$ cat src/rtl/instruction_fetch_if.sv
// Fetch-stage bundle: instruction memory read port, redirect input and the
// valid/ready handoff into decode.
interface instruction_fetch_if;
  logic        fetch_en;
  logic [31:0] read_address;
  logic [31:0] Instruction_out;
  logic        redirect_valid;
  logic [31:0] redirect_target;
  logic        if_valid;
  logic        if_ready;
  logic [31:0] if_instr;
  logic [31:0] if_pc;
  logic        if_fault;

  modport master (
    input  fetch_en,
    input  Instruction_out,
    input  redirect_valid,
    input  redirect_target,
    input  if_ready,
    output read_address,
    output if_valid,
    output if_instr,
    output if_pc,
    output if_fault
  );

  modport slave (
    output fetch_en,
    output Instruction_out,
    output redirect_valid,
    output redirect_target,
    output if_ready,
    input  read_address,
    input  if_valid,
    input  if_instr,
    input  if_pc,
    input  if_fault
  );
endinterface

$ cat src/rtl/instruction_fetch.sv
// Single-slot instruction fetch stage: pc register, combinational imem read and a
// registered output slot to decode. Define IFETCH_BOUND_CHECK_EN to flag out-of-range fetches.
module instruction_fetch #(
  parameter logic [31:0] RESET_PC   = 32'h0000_0000,
  parameter int          IMEM_BYTES = 64
) (
  input  logic                clk,
  input  logic                rst_n,
  instruction_fetch_if.master bus
);

  localparam logic [31:0] NOP = 32'h0000_0013;

`ifdef IFETCH_BOUND_CHECK_EN
  localparam bit BOUND_CHECK = 1'b1;
`else
  localparam bit BOUND_CHECK = 1'b0;
`endif

  typedef enum logic [1:0] {IDLE, RUN, HOLD} state_t;

  state_t      state_q, state_d;
  logic [31:0] pc_q, pc_d;
  logic        if_valid_q, if_valid_d;
  logic [31:0] if_instr_q, if_instr_d;
  logic [31:0] if_pc_q, if_pc_d;
  logic        if_fault_q, if_fault_d;

  logic        slot_free;
  logic        load;
  logic [32:0] pc_last_byte;
  logic        out_of_bounds;
  logic        fetch_fault;
  logic [31:0] fetch_word;

  assign slot_free = !if_valid_q || bus.if_ready;

  // Widened so a pc near the top of the address space cannot wrap under the limit.
  assign pc_last_byte  = {1'b0, pc_q} + 33'd3;
  assign out_of_bounds = (pc_last_byte >= 33'(IMEM_BYTES));
  assign fetch_fault   = BOUND_CHECK && out_of_bounds;
  assign fetch_word    = fetch_fault ? NOP : bus.Instruction_out;

  always_ff @(posedge clk or negedge rst_n) begin
    if (!rst_n) begin
      state_q    <= IDLE;
      pc_q       <= RESET_PC;
      if_valid_q <= 1'b0;
      if_instr_q <= NOP;
      if_pc_q    <= 32'h0000_0000;
      if_fault_q <= 1'b0;
    end else begin
      state_q    <= state_d;
      pc_q       <= pc_d;
      if_valid_q <= if_valid_d;
      if_instr_q <= if_instr_d;
      if_pc_q    <= if_pc_d;
      if_fault_q <= if_fault_d;
    end
  end

  // A redirect empties the slot, so the next state depends only on fetch_en.
  always_comb begin
    state_d = state_q;
    if (bus.redirect_valid) begin
      state_d = bus.fetch_en ? RUN : IDLE;
    end else begin
      case (state_q)
        IDLE: if (bus.fetch_en) state_d = RUN;
        RUN: begin
          if (!bus.fetch_en && slot_free)        state_d = IDLE;
          else if (if_valid_q && !bus.if_ready)  state_d = HOLD;
        end
        HOLD: begin
          if (!bus.fetch_en && slot_free)        state_d = IDLE;
          else if (bus.if_ready)                 state_d = RUN;
        end
        default: state_d = IDLE;
      endcase
    end
  end

  always_comb begin
    load       = (state_q != IDLE) && bus.fetch_en && slot_free;
    pc_d       = pc_q;
    if_valid_d = if_valid_q;
    if_instr_d = if_instr_q;
    if_pc_d    = if_pc_q;
    if_fault_d = if_fault_q;
    if (bus.redirect_valid) begin
      pc_d       = bus.redirect_target & ~32'd3;
      if_valid_d = 1'b0;
      if_fault_d = 1'b0;
    end else if (load) begin
      if_instr_d = fetch_word;
      if_pc_d    = pc_q;
      if_valid_d = 1'b1;
      if_fault_d = fetch_fault;
      pc_d       = pc_q + 32'd4;
    end else if (bus.if_ready) begin
      if_valid_d = 1'b0;
    end
  end

  assign bus.read_address = pc_q;
  assign bus.if_valid     = if_valid_q;
  assign bus.if_instr     = if_instr_q;
  assign bus.if_pc        = if_pc_q;
  assign bus.if_fault     = if_fault_q;

endmodule

$ cat src/flat_wrapper.sv
// flat-port wrapper written by rule: the top's interface ports become plain ports
module instruction_fetch_flat 
#(
  parameter logic [31:0] RESET_PC   = 32'h0000_0000,
  parameter int          IMEM_BYTES = 64
)
  (clk, rst_n, bus_fetch_en, bus_Instruction_out, bus_redirect_valid, bus_redirect_target, bus_if_ready, bus_read_address, bus_if_valid, bus_if_instr, bus_if_pc, bus_if_fault);
  instruction_fetch_if bus_i ();
  input  logic clk;
  input  logic rst_n;
  input wire logic [$bits(bus_i.fetch_en)-1:0] bus_fetch_en;
  input wire logic [$bits(bus_i.Instruction_out)-1:0] bus_Instruction_out;
  input wire logic [$bits(bus_i.redirect_valid)-1:0] bus_redirect_valid;
  input wire logic [$bits(bus_i.redirect_target)-1:0] bus_redirect_target;
  input wire logic [$bits(bus_i.if_ready)-1:0] bus_if_ready;
  output wire logic [$bits(bus_i.read_address)-1:0] bus_read_address;
  output wire logic [$bits(bus_i.if_valid)-1:0] bus_if_valid;
  output wire logic [$bits(bus_i.if_instr)-1:0] bus_if_instr;
  output wire logic [$bits(bus_i.if_pc)-1:0] bus_if_pc;
  output wire logic [$bits(bus_i.if_fault)-1:0] bus_if_fault;
  assign bus_i.fetch_en = bus_fetch_en;
  assign bus_i.Instruction_out = bus_Instruction_out;
  assign bus_i.redirect_valid = bus_redirect_valid;
  assign bus_i.redirect_target = bus_redirect_target;
  assign bus_i.if_ready = bus_if_ready;
  assign bus_read_address = bus_i.read_address;
  assign bus_if_valid = bus_i.if_valid;
  assign bus_if_instr = bus_i.if_instr;
  assign bus_if_pc = bus_i.if_pc;
  assign bus_if_fault = bus_i.if_fault;
  instruction_fetch #(.RESET_PC(RESET_PC), .IMEM_BYTES(IMEM_BYTES)) u_core (.clk(clk), .rst_n(rst_n), .bus(bus_i));
endmodule
$ cat config.mk
export PLATFORM = sky130hd
export DESIGN_NAME = instruction_fetch_flat
export DESIGN_NICKNAME = d
export VERILOG_FILES = /design/src/rtl/instruction_fetch_if.sv /design/src/rtl/instruction_fetch.sv /design/src/flat_wrapper.sv
export SDC_FILE = /design/constraint.sdc
export NUM_CORES = 1
export LEC_CHECK = 0
export CORE_MARGIN = 4
export CORE_UTILIZATION = 47
export CTS_CLUSTER_SIZE = 30
export DETAILED_ROUTE_END_ITERATION = 16
export PLACE_DENSITY = 0.85
export SETUP_SLACK_MARGIN = 0.5
export SYNTH_ARGS = -nofsm -noshare
export SYNTH_HDL_FRONTEND = slang
export SYNTH_SLANG_ARGS = --single-unit
$ cat constraint.sdc
create_clock -name clk -period 2.6 [get_ports clk]
set_input_delay 0.52 -clock clk [delete_from_list [all_inputs] [get_ports clk]]
set_output_delay 0.52 -clock clk [all_outputs]
set_load 0.1 [all_outputs]
==> flow_summary.yaml, run 1 <==
outcome:
  status: "finished clean"
clocking:
  numCtsBuffers: 9
  root_buffer: "clkbuf_8"
  h-tree-depth: 3
  clock_path_buffers: 2
  cts_tree: "done"
  clkLatencyLatePin_ps: 350
  cts.sinks: 95
  path_clk_slew_ps: 100
sta:
  max_slew_margin_pct: 60.6
  rsz0062_at_grt: "no"
  setup_viol_count_final: 0
  fin_tns_setup_ps: 0
  hold_viol_final: 0
  skew_ps: 8.51
  worstMarginPinSlew_ps: 586
  slew_viol_final: 0
  fmax_mhz: 512
  worst_slack_ps: 647
  fin_crit_sh_pct: 75.1
  fin_crit_ps: 1950
power:
  switching_share_pct: 51.9
  p_seq_share_pct: 32.7
  max-vdd-ir-drop_v: 0.000571
  pwr-share-comb_pct: 50.9
  p_int_mw: 2.87
  leakage_nw: 2.61
  power.switching_mw: 3.09
  power_density_nw_per_um2: 997
  clockPowerShare_pct: 16.4
yosys:
  ys_warn_count: 0
  ys_types: 39
  async_reset_ff_share_pct: 100
  synthesis.area_um2: 4330
  synth_xor_area_share_pct: 5.67
  synth_compound_area_share_pct: 4.54
  synthMuxAreaShare_pct: 16.6
  synthFlopType: "dfrtp_1"
  syn_inst: 349
  synthSimpleGateAreaFrac_pct: 14.0
  ys_seq_elements: 95
  synth_top_family_by_area: "multiplexers"
  synth.avg_cell_area_um2: 12.4
  synth_sequential_area_ratio_pct: 55.0
  synthAdderAreaFrac_pct: 0.289
  synth_edf_count: 0
placed_design:
  place_area_um2: 5780
  dpl.hpwl_um: 7770
  io_buffer_count: 159
  place_congestion: 0.817
  dp_worst_setup_slack_ps: 227
flow_run:
  drv_cap: 0
floorplanning:
  start_util_pct: 48.9
  num_rows: 34
  die_w_um: 104
  core_area_um2: 8850
  die_y_um: 104
  ios: 167
  die_area_um2: 10800
detailed_routing:
  wl_per_cell_um: 16.8
  first_pass_iters: 4
  viasPerCell: 5.23
  vias: 3250
  routed_wl_um: 10500
  initialDrtViolationCount: 129
  final_antenna_net_count: 0
  route.detailed.drc: 0
worst_hold_path:
  hp-class: "input pin to asynchronous set/reset pin"
layout:
  syn_to_final_growth_pct: 38.4
  antenna_cells: 0
  finalNetCount: 579
  final_common_cell: "buf_4"
  design_area_um2: 5990
  drive_gt1_share_pct: 41.6
  most-common-layout-cells: "buf_4 (97), dfrtp_1 (74), clkdlybuf4s50_1 (64)"
global_routing:
  antenna_found_initial: 0
  track_usage_pct: 19.6
  grt_max_degree: 51
  grt_pass1_vias: 3342
  grt_pass1_wl_um: 17200
  grt_overflow_total: 0
worst_setup_path:
  critical_path_class: "input pin to flip-flop"
  reg2reg_depth: 5
  cp-end-kind: "flip-flop"
  timing.rr.start: "u_core.bus.read_address[12]"
  arrival_ps: 2250
  r2r_slack_ps: 800
  cp-start-kind: "input pin"
  cp_max_fo: 9
  cp.required_ps: 2890
  r2r_end: "u_core.bus.read_address[31]"
-- state kept, by name (all words and copies together) (netlist names) --
name                     flops
u_core.bus.if_pc            30
u_core.state_q               2
u_core.bus.read_address     30
u_core.bus.if_valid          1
u_core.bus.if_instr         32
-- repair_timing --
action,in CTS,in global routing
gates resized for setup,0,1
buffers inserted,0,1
setup endpoints to repair,0,4
hold buffers,0,0
-- cell families after synthesis --
kind of cell,Yosys count
xor gates and xnor gates,28
muxes,64
DFF,95
adders and majority gates,1
other,1
buffers and inverters,23
and+or+nand+nor,101
AOI/OAI and AO/OA,36
-- metrics by stage --
step                hold slack [ps]  util (%)  cells  power (mW)
floorplan                       224         -    353        4.32
global placement                491      65.3    605        4.99
detailed placement              497      65.3    605        5.04
CTS                             114      67.5    621        6.01
global route                    124      67.6    622        6.18
finish                          118      67.6    622        5.97
-- metal layers --
layer | GRT usage (%) | part of all wire, %
met2 | 33.5 | 52
met1 | 24.6 | 41
met4 | 7.60 | 2.0
met5 | 0 | 0
met3 | 3.97 | 4.6
-- worst max-delay path, stage by stage --
cell	delay, ps
clkdlybuf4s50_1	550
o21a_2	260
and4_2	400
nand4b_4	150
nor4_2	240
a211o_1	120
-- power by group through the flow --
stage / clock network, mW / logic [mW] / registers, mW
floorplan: 0 / 0.378 / 3.94
global placement: 0 / 3.03 / 1.96
detailed placement: 0 / 3.05 / 1.98
CTS: 0.997 / 3.06 / 1.95
global route: 1.07 / 3.12 / 1.99
finish: 0.979 / 3.04 / 1.95
-- Yosys cell counts, drive strengths merged (2+ instances only) --
| cell type | n | area share, % |
|---|---|---|
| nand2b | 2 | 0.29 |
| nand4 | 11 | 2.1 |
| clkbuf | 6 | 0.52 |
| o21ai | 29 | 3.4 |
| nor2b | 2 | 0.29 |
| a21oi | 2 | 0.23 |
| xor2 | 13 | 2.6 |
| buf | 14 | 2.9 |
| nand3 | 7 | 0.81 |
| and4 | 5 | 1.1 |
| nand2 | 40 | 3.5 |
| nor3 | 8 | 1.0 |
| mux2 | 63 | 16 |
| dfrtp | 92 | 53 |
| dfstp | 3 | 1.8 |
| xnor2 | 15 | 3.0 |
| o21a | 2 | 0.38 |
| and3 | 6 | 0.87 |
| inv | 3 | 0.26 |
| nor2 | 11 | 0.95 |
| nand4b | 2 | 0.75 |
| nor4 | 6 | 2.1 |
-- area by class of cell --
class | instances | area [um^2]
timing repair buffer | 165 | 1430
inverter | 3 | 11.3
fill | 687 | 2860
clock buffer | 10 | 128
sequential | 95 | 2400
multi-input combinational | 235 | 1810
tap | 108 | 135
clock inverter | 6 | 67.6
-- worst max path at each step --
stage	startpoint	to	slack, ps	depth (start not counted)
5_1_grt	bus_if_ready	u_core.bus.read_address[30]	520	6
2_1_floorplan	u_core.bus.read_address[19]	u_core.bus.read_address[28]	500	5
3_5_place_dp	bus_fetch_en	u_core.bus.read_address[31]	230	6
4_1_cts	bus_fetch_en	u_core.bus.read_address[31]	600	6
6_report	bus_fetch_en	u_core.bus.read_address[31]	650	6
3_3_place_gp	bus_fetch_en	u_core.bus.read_address[31]	300	6
No activity file was read; power rests on OpenSTA's default activity.
==> run 2: changes to the inputs <==
--- a/config.mk
+++ b/config.mk
@@ -6,10 +6,10 @@
 export NUM_CORES = 1
 export LEC_CHECK = 0
 export CORE_MARGIN = 4
-export CORE_UTILIZATION = 47
+export CORE_UTILIZATION = 40
 export CTS_CLUSTER_SIZE = 30
 export DETAILED_ROUTE_END_ITERATION = 16
-export PLACE_DENSITY = 0.85
+export PLACE_DENSITY = 0.77
 export SETUP_SLACK_MARGIN = 0.5
 export SYNTH_ARGS = -nofsm -noshare
 export SYNTH_HDL_FRONTEND = slang
==> constraint.sdc (replaced) <==
create_clock -name clk -period 1.55 [get_ports clk]
set_input_delay 0.31 -clock clk [delete_from_list [all_inputs] [get_ports clk]]
set_output_delay 0.31 -clock clk [all_outputs]
set_load 0.1 [all_outputs]
==> flow_summary.yaml, run 2 (synthesized netlist as in run 1, its figures left out) <==
layout:
  antenna_cells: 0
  final_common_cell: "buf_12"
  drive_gt1_share_pct: 69.6
  final_util_pct: 88.3
  finalNetCount: 707
  syn_to_final_growth_pct: 113
  fillers: 408
  largest_reg_flops: 32
  most-common-layout-cells: "buf_12 (104), buf_4 (73), dfrtp_2 (69)"
detailed_routing:
  viasPerCell: 5.32
  vias: 4142
  final_antenna_net_count: 0
  wl_per_cell_um: 24.0
  first_pass_iters: 5
  routed_wl_um: 18700
  route.detailed.drc: 0
  initialDrtViolationCount: 212
worst_setup_path:
  critical_path_class: "flip-flop to flip-flop"
  arrival_ps: 2110
  cp_max_fo: 5
  reg2reg_depth: 8
  r2r_slack_ps: -280
  cp.required_ps: 1830
  cp-start-kind: "flip-flop"
  critPathTopFamily: "flip-flops"
  crit_buf_inv: 3
  path_depth: 8
  path_cells: "nor2b_4 -> buf_4 -> buf_6 -> nor3_2 -> buf_4 -> nand4_1 -> xor2_1 -> o21ai_1"
  cp-end-kind: "flip-flop"
  cpMostUsedCell: "buf_4"
  cp_slowest_cell: "dfrtp_4"
  slowest_delay_ps: 490
floorplanning:
  die_area_um2: 12500
  die_y_um: 112
  num_rows: 37
  core_area_um2: 10400
  start_util_pct: 41.5
  die_w_um: 112
  ios: 167
sta:
  slew_viol_final: 0
  fmax_mhz: 547
  worst_slack_ps: -277
  skew_ps: 9.70
  fin_crit_sh_pct: 118
  setup_viol_count_final: 93
  hold_viol_final: 0
  fin_crit_ps: 1830
  rsz0062_at_grt: "yes"
worst_hold_path:
  hold_depth: 4
  hp-class: "input pin to flip-flop"
global_routing:
  track_usage_pct: 26.0
  grt_max_degree: 64
  grt_overflow_total: 0
  antenna_found_initial: 0
  grt_pass1_wl_um: 25400
  grt_pass1_vias: 4334
clocking:
  clkLatencyLatePin_ps: 380
  cts_tree: "done"
  root_buffer: "clkbuf_8"
  clock_path_buffers: 2
  numCtsBuffers: 9
  cts.sinks: 95
  path_clk_slew_ps: 100
  h-tree-depth: 3
placed_design:
  dpl.hpwl_um: 10300
  place_congestion: 0.843
  io_buffer_count: 159
  dp_worst_setup_slack_ps: -503
power:
  max-vdd-ir-drop_v: 0.000950
  leakage_nw: 4.02
  power_density_nw_per_um2: 1400
outcome:
  violations: "negative setup slack"
  status: "complete, but fails checks"
flow_run:
  drv_cap: 0
[run 2: metal layers]
layer | track usage, % | vias up | wire length (um)
met1 | 30.6 | 2126 | 6930
li1 | - | 1786 | -
met2 | 46.1 | 198 | 10200
met4 | 8.73 | 0 | 482
met5 | 0 | - | 0
met3 | 6.58 | 32 | 1130
[run 2: tightest hold or removal path, stage by stage]
cell and delay [ps]:
buf_2 150, buf_12 200, nand2_1 80, o21ai_1 50
[run 2: final cells by class]
cell class                      instances  area, um^2  area share (%)
Tap cell                              136         170            1.85
Multi-Input combinational cell        235        2310            25.1
Inverter                                3        11.3           0.122
Clock inverter                          7        87.6           0.952
Sequential cell                        95        2560            27.8
Clock buffer                            9         124            1.35
Timing Repair Buffer                  293        3940            42.9
[run 2: what timing repair did]
action / 4_1_cts / 5_1_grt
hold buffers: 1 / 0
cloned: 2 / 5
setup buffers: 48 / 27
endpoints found under the hold margin: 55 / 0
pin swaps: 20 / 30
resized for setup: 72 / 32
setup endpoints to repair: 188 / 225
[run 2: path summary, 6_finish.rpt]
| check | from | endpoint |
|---|---|---|
| setup / recovery | u_core.bus.if_valid | u_core.bus.read_address[30] |
| hold / removal | bus_redirect_valid | u_core.bus.read_address[26] |
| setup reg to reg | u_core.bus.if_valid | u_core.bus.read_address[30] |
| hold reg to reg | u_core.bus.if_instr[28] | u_core.bus.if_instr[28] |
| max in group asynchronous | rst_n | u_core.bus.read_address[7] |
| min in group asynchronous | rst_n | u_core.bus.read_address[28] |
[run 2: where the power goes]
group	internal [mW]	switching [mW]
clock network	0.898	0.927
registers	3.07	0.568
logic	2.99	4.44
total	6.95	5.93
[run 2: stage by stage]
stage | std cells | setup TNS, ps | power, mW | instance area (um^2) | hold WS, ps
6_report | 778 | -14850 | 12.9 | 9200 | 467
5_1_grt | 778 | -17870 | 13.2 | 9200 | 451
4_1_cts | 746 | -7180 | 12.6 | 8710 | 365
3_5_place_dp | 679 | -37500 | 10.4 | 7820 | 332
3_3_place_gp | 679 | -32110 | 10.3 | 7820 | 327
2_1_floorplan | 353 | -22690 | 7.62 | 4820 | 14.4
==> run 3: changes to the inputs <==
--- a/config.mk
+++ b/config.mk
@@ -5,10 +5,12 @@
 export SDC_FILE = /design/constraint.sdc
 export NUM_CORES = 1
 export LEC_CHECK = 0
+export ABC_CLOCK_PERIOD_IN_PS = 1550
 export CORE_MARGIN = 4
 export CORE_UTILIZATION = 40
 export CTS_CLUSTER_SIZE = 30
 export DETAILED_ROUTE_END_ITERATION = 16
+export MAX_ROUTING_LAYER = met4
 export PLACE_DENSITY = 0.77
 export SETUP_SLACK_MARGIN = 0.5
 export SYNTH_ARGS = -nofsm -noshare
==> flow_summary.yaml, run 3 (synthesized netlist as in run 1, its figures left out) <==
clocking:
  path_clk_slew_ps: 100
  h-tree-depth: 3
  cts.sinks: 95
  root_buffer: "clkbuf_8"
  clock_path_buffers: 2
  numCtsBuffers: 9
  clkLatencyLatePin_ps: 380
  cts_tree: "done"
global_routing:
  grt_pass1_wl_um: 25300
  grt_overflow_total: 0
  grt_pass1_vias: 4334
  grt_max_degree: 64
  antenna_found_initial: 0
  track_usage_pct: 26.7
sta:
  fin_crit_ps: 1920
  hold_viol_final: 0
  rsz0062_at_grt: "yes"
  fin_tns_setup_ps: -16440
  setup_viol_count_final: 97
  slew_viol_final: 0
  holdWs_ps: 468
  fin_crit_sh_pct: 124
  fmax_mhz: 521
  skew_ps: 10.3
  worst_slack_ps: -369
layout:
  final_common_cell: "buf_12"
  most-common-layout-cells: "buf_12 (104), dfrtp_2 (69), buf_4 (68)"
  antenna_cells: 0
  finalNetCount: 703
  drive_gt1_share_pct: 70.2
  largest_reg_flops: 32
  syn_to_final_growth_pct: 113
  design_area_um2: 9210
  final_util_pct: 88.4
  fillers: 409
worst_setup_path:
  path_cells: "nor2b_4 -> buf_4 -> buf_6 -> buf_6 -> nor3_2 -> buf_4 -> nand4_1 -> xor2_1 -> o21ai_1"
  path_depth: 9
  reg2reg_depth: 9
  startpoint: "u_core.bus.if_valid"
  critical_path_class: "flip-flop to flip-flop"
  cp-end-kind: "flip-flop"
  timing.rr.start: "u_core.bus.if_valid"
  crit_buf_inv: 4
  critPathCapture: "u_core.bus.read_address[30]"
  critPathTopFamily: "buffers and inverters"
  cp_max_fo: 5
  arrival_ps: 2200
  cp-start-kind: "flip-flop"
  cp.required_ps: 1830
  cp_slowest_cell: "dfrtp_4"
  slowest_delay_ps: 500
  r2r_slack_ps: -370
  r2r_end: "u_core.bus.read_address[30]"
power:
  leakage_nw: 4.01
  total_power_mw: 12.9
  max-vdd-ir-drop_v: 0.00106
  power_density_nw_per_um2: 1400
floorplanning:
  die_y_um: 112
  die_w_um: 112
  ios: 167
  start_util_pct: 41.5
  num_rows: 37
  core_area_um2: 10400
  die_area_um2: 12500
placed_design:
  place_congestion: 0.856
  place_area_um2: 7820
  io_buffer_count: 159
  dpl.hpwl_um: 10300
outcome:
  violations: "negative setup slack"
  status: "complete, but fails checks"
detailed_routing:
  final_antenna_net_count: 0
  route.detailed.drc: 0
  initialDrtViolationCount: 236
  wl_per_cell_um: 24.2
  first_pass_iters: 4
  vias: 4124
  viasPerCell: 5.33
  routed_wl_um: 18700
worst_hold_path:
  hp-class: "input pin to flip-flop"
flow_run:
  drv_cap: 0
-- run 3: power breakdown --
part	internal (mW)	switching [mW]
combinational	3.00	4.44
clock	0.898	0.931
sequential	3.07	0.568
-- run 3: timing repair --
action                     4_1_cts  5_1_grt
hold buffers                     1        0
setup endpoints to repair      188      225
pin swaps                       20       37
resized for setup               72       43
buffers inserted                48       23
cloned                           2        5
hold endpoints to repair        55        0
-- run 3: area by class of cell --
| class | instances | area (um^2) | area share (%) |
|---|---|---|---|
| repair buffers | 289 | 3920 | 42.5 |
| flip-flops and latches | 95 | 2560 | 27.8 |
| multi-input cells | 235 | 2340 | 25.4 |
| well taps | 136 | 170 | 1.85 |
| clock buffers | 9 | 124 | 1.34 |
| clock inverters | 7 | 87.6 | 0.951 |
| inverters | 3 | 11.3 | 0.122 |
-- run 3: routing by layer --
layer,GRT usage [%],part of all wire (%)
met1,30.7,38
met2,46.0,54
met3,6.36,5.5
met4,8.89,2.6
met5,-,0
-- run 3: worst min path at each step --
| stage | from | endpoint | depth (start not counted) | slack [ps] |
|---|---|---|---|---|
| detailed placement | rst_n | u_core.bus.if_pc[28] | 2 | 330 |
| global placement | rst_n | u_core.bus.if_instr[6] | 2 | 330 |
| global route | bus_redirect_target[26] | u_core.bus.read_address[26] | 3 | 480 |
| CTS | bus_fetch_en | u_core.state_q[0] | 2 | 360 |
| finish | bus_redirect_target[26] | u_core.bus.read_address[26] | 3 | 470 |
| floorplan | rst_n | u_core.bus.if_instr[10] | 0 | 10 |
-- run 3: worst reg2reg max path: cells and delay by family, from the launching register on --
kind / cells / cell delay [ps]
flops: 1 / 500
xor+xnor: 1 / 210
simple gates: 3 / 380
compound gates: 1 / 210
buf+inv: 4 / 540
-- run 3: per-stage QoR --
step / std cells / setup WS [ps]
2_1_floorplan: 353 / -340
3_3_place_gp: 679 / -448
6_report: 774 / -369
3_5_place_dp: 679 / -503
4_1_cts: 746 / -141
5_1_grt: 774 / -430
